[src/rtl/debounce_sync.sv]
// debounce_sync
//
// Synchronizes a raw asynchronous level into the clk domain and debounces it
// with a counter-qualified one-hot Moore FSM. The registered, glitch-free
// result feeds the downstream dual-edge detector.
//
// Parameters:
//   SYNC_STAGES   synchronizer depth (>= 2)
//   STABLE_COUNT  extra consecutive equal samples needed after leaving a
//                 stable state before a new level is accepted (>= 1)
//
// Ports:
//   clk         rising-edge clock
//   reset       synchronous, active-high reset
//   din         raw asynchronous input level
//   dout        debounced level (registered)
//   settling    high while a candidate level change is being qualified
//   glitch_cnt  saturating count of rejected transitions (0 when disabled)
//   state_dbg   current one-hot FSM state, for observation only
//
// Build option:
//   DEBOUNCE_GLITCH_CNT_EN  when defined, glitch_cnt is an 8-bit saturating
//                           counter; otherwise it is tied to zero.
module debounce_sync #(
    parameter int SYNC_STAGES  = 2,
    parameter int STABLE_COUNT = 16
) (
    input  logic       clk,
    input  logic       reset,
    input  logic       din,
    output logic       dout,
    output logic       settling,
    output logic [7:0] glitch_cnt,
    output logic [3:0] state_dbg
);

    localparam int CW = (STABLE_COUNT > 1) ? $clog2(STABLE_COUNT) : 1;
    localparam logic [CW-1:0] CNT_LAST = CW'(STABLE_COUNT - 1);

    typedef enum logic [3:0] {
        STABLE_LOW  = 4'b0001,
        QUAL_HIGH   = 4'b0010,
        STABLE_HIGH = 4'b0100,
        QUAL_LOW    = 4'b1000
    } state_t;

    logic [SYNC_STAGES-1:0] sync_ff;
    logic                   sync_q;
    state_t                 state;
    state_t                 state_nxt;
    logic [CW-1:0]          cnt;
    logic [CW-1:0]          cnt_nxt;
    logic                   dout_nxt;
    logic                   settling_nxt;

    // Synchronizer chain; only the last stage is visible to the FSM.
    always_ff @(posedge clk) begin
        if (reset) begin
            sync_ff <= '0;
        end else begin
            sync_ff <= {sync_ff[SYNC_STAGES-2:0], din};
        end
    end

    assign sync_q = sync_ff[SYNC_STAGES-1];

    always_ff @(posedge clk) begin
        if (reset) begin
            state    <= STABLE_LOW;
            cnt      <= '0;
            dout     <= 1'b0;
            settling <= 1'b0;
        end else begin
            state    <= state_nxt;
            cnt      <= cnt_nxt;
            dout     <= dout_nxt;
            settling <= settling_nxt;
        end
    end

    always_comb begin
        state_nxt = state;
        cnt_nxt   = cnt;
        case (state)
            STABLE_LOW: begin
                if (sync_q) begin
                    state_nxt = QUAL_HIGH;
                    cnt_nxt   = '0;
                end
            end
            QUAL_HIGH: begin
                if (!sync_q) begin
                    state_nxt = STABLE_LOW;
                end else if (cnt == CNT_LAST) begin
                    state_nxt = STABLE_HIGH;
                end else begin
                    cnt_nxt = cnt + 1'b1;
                end
            end
            STABLE_HIGH: begin
                if (!sync_q) begin
                    state_nxt = QUAL_LOW;
                    cnt_nxt   = '0;
                end
            end
            QUAL_LOW: begin
                if (sync_q) begin
                    state_nxt = STABLE_HIGH;
                end else if (cnt == CNT_LAST) begin
                    state_nxt = STABLE_LOW;
                end else begin
                    cnt_nxt = cnt + 1'b1;
                end
            end
            default: begin
                // Any non-one-hot code falls back to the reset state.
                state_nxt = STABLE_LOW;
                cnt_nxt   = '0;
            end
        endcase
    end

    // Outputs are decoded from the next state so they are ready in the same
    // flop stage as the state register; dout holds its old level while qualifying.
    assign dout_nxt     = (state_nxt == STABLE_HIGH) || (state_nxt == QUAL_LOW);
    assign settling_nxt = (state_nxt == QUAL_HIGH) || (state_nxt == QUAL_LOW);

    assign state_dbg = state;

`ifdef DEBOUNCE_GLITCH_CNT_EN
    logic reject;

    // A qualification aborted by the level reverting is a glitch.
    assign reject = ((state == QUAL_HIGH) && !sync_q) ||
                    ((state == QUAL_LOW)  &&  sync_q);

    always_ff @(posedge clk) begin
        if (reset) begin
            glitch_cnt <= 8'h00;
        end else if (reject && (glitch_cnt != 8'hFF)) begin
            glitch_cnt <= glitch_cnt + 8'h01;
        end
    end
`else
    assign glitch_cnt = 8'h00;
`endif

endmodule
[config.mk]
export PLATFORM = sky130hd
export DESIGN_NAME = debounce_sync
export DESIGN_NICKNAME = d
export VERILOG_FILES = /design/src/rtl/debounce_sync.sv
export SDC_FILE = /design/constraint.sdc
export NUM_CORES = 1
export LEC_CHECK = 0
export BUFFER_PORTS_ARGS = -buffer_cell sky130_fd_sc_hd__clkbuf_2
export CORE_MARGIN = 5
export CORE_UTILIZATION = 51
export DETAILED_ROUTE_END_ITERATION = 10
export GPL_ROUTABILITY_DRIVEN = 0
export PLACE_DENSITY_LB_ADDON = 0.25
export SETUP_SLACK_MARGIN = 0.3
export SLEW_MARGIN = 20
export SYNTH_ARGS = -nofsm -noshare
export SYNTH_HDL_FRONTEND = slang
export SYNTH_SLANG_ARGS = --single-unit
[constraint.sdc]
create_clock -name clk -period 2 [get_ports clk]
set_clock_uncertainty 0.1 [all_clocks]
set_input_delay 0.2 -clock clk [delete_from_list [all_inputs] [get_ports clk]]
set_output_delay 0.2 -clock clk [all_outputs]
set_load 0.01 [all_outputs]
After elaboration in Yosys (flattened, before gate mapping) --
Cells that the tools add are included.
Word-level totals: output and inout port bits 14, register bits after elaboration 12, bits of input ports 3
Cells by class: equal/unequal tests 12, reductions and logical operators 3, add/sub/neg operators 1, muxes and demuxes 13
Operators with widths (count):
- $mux 4 | 11
- $pmux 4 s4 | 2
- $eq 4x4->1 const B | 3
- $eq 4x2->1 const B | 2
- $eq 4x3->1 const B | 2
- $ne 2x2->1 const B | 4
- $add 4x1->4 const B | 1
- $eq 4x1->1 const B | 1
- $reduce_and 4->1 | 1
- $logic_or 1x1->1 | 2

Depth between registers and ports, before layout --
depth in word-level cells 6, gate-level depth with buffers 6

Least setup slack after synthesis --
No wires, ideal clock.
path type register -> register, from register cnt[0], to register cnt[3], path slack 0.144 ns, arrival time 1.686 ns, path buffers 0, setup time 0.070 ns, stages on the path, launching flop included 7, data required time 1.830 ns, cell sequence dfxtp_1 > ha_1 > nand3_1 > a21oi_1 > a211o_4 > or4_1 > a21boi_1
Between the ends: word-level cells in the longest chain between the ends 4, elaborated cells between the ends (all ways) 6, those cells by class add/sub (1); eq/ne (1); mux (4)
RTL lines:
- start: declaration | RTL line 51 | logic [CW-1:0] cnt;
- start signal: assignment | RTL line 75 | cnt <= cnt_nxt;
- $add 4x1->4 or $eq 4x4->1 (tied branches)
- $mux 4 (*) | RTL line 94, 109
- $mux 4 (on tied branches) | RTL line 107, 92
- $pmux 4 s4 (*) | RTL line 84 | case (state)
Mark *: on every way between the ends. The rest lies on a longest branch, timed or not. The select of a mux whose other input is x is not followed. A chain may end at the register's enable or synchronous reset.

Worst setup path after layout --
Same ends and word-level chain as after synthesis.

==> flow_summary_export.csv <==
group,metric,value,unit
floorplanning,rows,14,
timing,hold_viol,0,
floorplanning,num_io_pins,17,
clock_network,clkSinkCount,12,
route,routedWlPerCell,15.9,µm
setup_path,crit_buf_inv,0,
finish,layout_commonest_cell,"buf_4",
clock_network,cts_buffers,3,
timing,rsz0062_at_grt,"true",
setup_path,cp_slowest_cell,"or4_1",
logic_synthesis,syn-mean-instance-area,8.52,µm²
logic_synthesis,ys_warn_count,0,
route,ant_nets,0,
pwr,fin_total_pwr,528,µW
global_route,track_usage,0.146,
timing,layout_setup_ws,230,ps
clock_network,ctsLongestPathBuffers,2,
logic_synthesis,netlist_area,776,µm²
finish,syn_to_final_growth,26.9,%
setup_path,start_kind,"flip-flop",
route,drtIter0Drc,22,
finish,mostFrequentLayoutCells,"buf_4 (11), conb_1 (8), clkbuf_2 (8), o21ai_0 (7), dfxtp_1 (5)",
timing,tns,0,ps
finish,fillers,123,
finish,antenna_cells,0,
setup_path,path_delay_family,"simple AND/OR/NAND/NOR gates",
logic_synthesis,synth_seq_area_share,0.310,
finish,fin_util,0.669,
route,firstDrtPassIters,4,
clock_network,clock_latency,280,ps
timing,setup_viol,0,
setup_path,worst_setup_path_end_kind,"flip-flop",
setup_path,crit_chain,"ha_4 > nand3_4 > nor2_4 > a211o_4 > or4_1 > a21boi_1",
global_route,grt_pass1_vias,582,
setup_path,critPathMaxStageDelay,470,ps
clock_network,clk_pin_slew,80,ps
route,viasPerCell,5.85,
clock_network,cts_hold_buffers,0,
pwr,leakagePower,0.417,nW
global_route,grt_pass1_wl,2.76,mm
logic_synthesis,syn_inst,91,
timing,holdWs,30.4,ps
global_route,grt_max_degree,13,
floorplanning,die_w,49,µm
route,route.detailed.drc,0,
logic_synthesis,synth-seq-cells,12,
clock_network,cts_tree,"built",
route,wl,1.98,mm
floorplanning,die_y,49,µm
clock_network,root_buffer,"clkbuf_4",
placed_design,port_buffers,8,
floorplanning,coreArea,0.00147,mm²
logic_synthesis,ys.flop_type,"dfxtp_1",
setup_path,setup.worst_path.class,"flip-flop to flip-flop",
clock_network,h-tree-depth,1,
flow_run,max_cap_viol_count,0,
logic_synthesis,async_reset_ff_frac,0,
logic_synthesis,synth_edf_count,0,
timing,fin_crit,1770,ps
pwr,vdd_drop_max,520,µV
global_route,grt_overflow,0,
timing,slew_violations,0,
timing,post-route-period-util,0.885,
setup_path,required,2120,ps
finish,final_nets,114,
floorplanning,die_area,0.00240,mm²
placed_design,dp.final_hpwl,1.19,mm
finish,drive_gt1_frac,0.413,
pwr,p_per_area,536,mW/mm²
logic_synthesis,synth_cell_types,38,
min_path,hp-class,"input pin to flip-flop",
run_status,outcome,"complete, no violations",
global_route,antenna_found_initial,0,
placed_design,dp_slack,149,ps
floorplanning,start_util,0.527,
timing,fmax,565,MHz
route,dr_total_vias,731,
setup_path,crit_fanout,8,
setup_path,critPathArrivalTime,1890,ps
[through the flow]
stage	cell area [µm²]	instances
after CTS	882	117
final	985	125
after detailed placement	812	112
after global routing	985	125
after floorplan	833	98
after global placement	812	112
[cells in the mapped netlist (all sizes together) (2+ instances only)]
master   n  area (µm²)
o21ai    7        35.0
a21boi   2        15.0
nand2b   2        12.5
or4      3        22.5
a21oi    5        25.0
or3      2        12.5
a21o     2        15.0
nand3    5        25.0
nand2    3        11.3
nor2     6        25.0
buf     13        97.6
nor2b    3        18.8
xor2     3        26.3
o31ai    2        15.0
dfxtp   12         240
inv      2        7.51
or4b     2        23.8
[cells by family (layout without fill, tap and decap cells)]
| kind of cell | Yosys count | in the layout | synth area share |
|---|---|---|---|
| flip-flops | 12 | 12 | 0.310 |
| XOR/XNOR | 3 | 3 | 0.0339 |
| adder cells (fa/ha/maj) | 1 | 1 | 0.0161 |
| multiplexers | 1 | 1 | 0.0129 |
| buffers and inverters | 15 | 26 | 0.135 |
| AO/OA/AOI/OAI | 25 | 25 | 0.221 |
| AND/OR/NAND/NOR | 33 | 33 | 0.266 |
| other | 1 | 8 | 0.00483 |
[sequential cells by signal, indices dropped and copies added, names as in the netlist]
name / count
cnt: 4
state_dbg: 4
sync_ff: 2
dout: 1
settling: 1
[routing by layer]
layer	up-vias	GRT usage	share of wire
met5	-	0	0
met4	0	0.0538	0.027
met3	6	0.0398	0.061
met2	31	0.224	0.47
met1	345	0.192	0.44
li1	349	-	-
[where the power goes]
| part | internal, mW | leakage [nW] | switching (mW) | total, mW |
|---|---|---|---|---|
| combinational | 0.0357 | 0.295 | 0.0463 | 0.0820 |
| sequential | 0.241 | 0.101 | 0.00809 | 0.249 |
| clock | 0.111 | 0.0210 | 0.0860 | 0.197 |
[area by class of cell]
type	count	area, µm²	share of cell area
multi-input cells	71	528	0.536
repair buffers	20	134	0.136
inverters	2	7.51	0.00762
clock buffers	4	36.3	0.0368
flip-flops and latches	12	259	0.263
well taps	16	20.0	0.0203
[worst register-to-register path: cells and delay by family (launching register included)]
kind	cells	cell delay, ps
compound gates	2	480
fa+ha+maj	1	170
flops	1	360
simple gates	3	600
[final timing paths]
kind,depth (start not counted),to,start,slack [ps]
setup reg to reg,6,cnt[3],cnt[0],230
setup / recovery,6,cnt[3],cnt[0],230
hold reg to reg,1,sync_ff[1],sync_ff[0],340
hold / removal,2,sync_ff[0],din,30
[repair_timing]
item	in CTS	in global routing
buffers inserted	1	8
pin swaps	2	5
gates resized for setup	9	13
endpoints found under the setup margin	8	5
(Power assumes the default switching activity.)
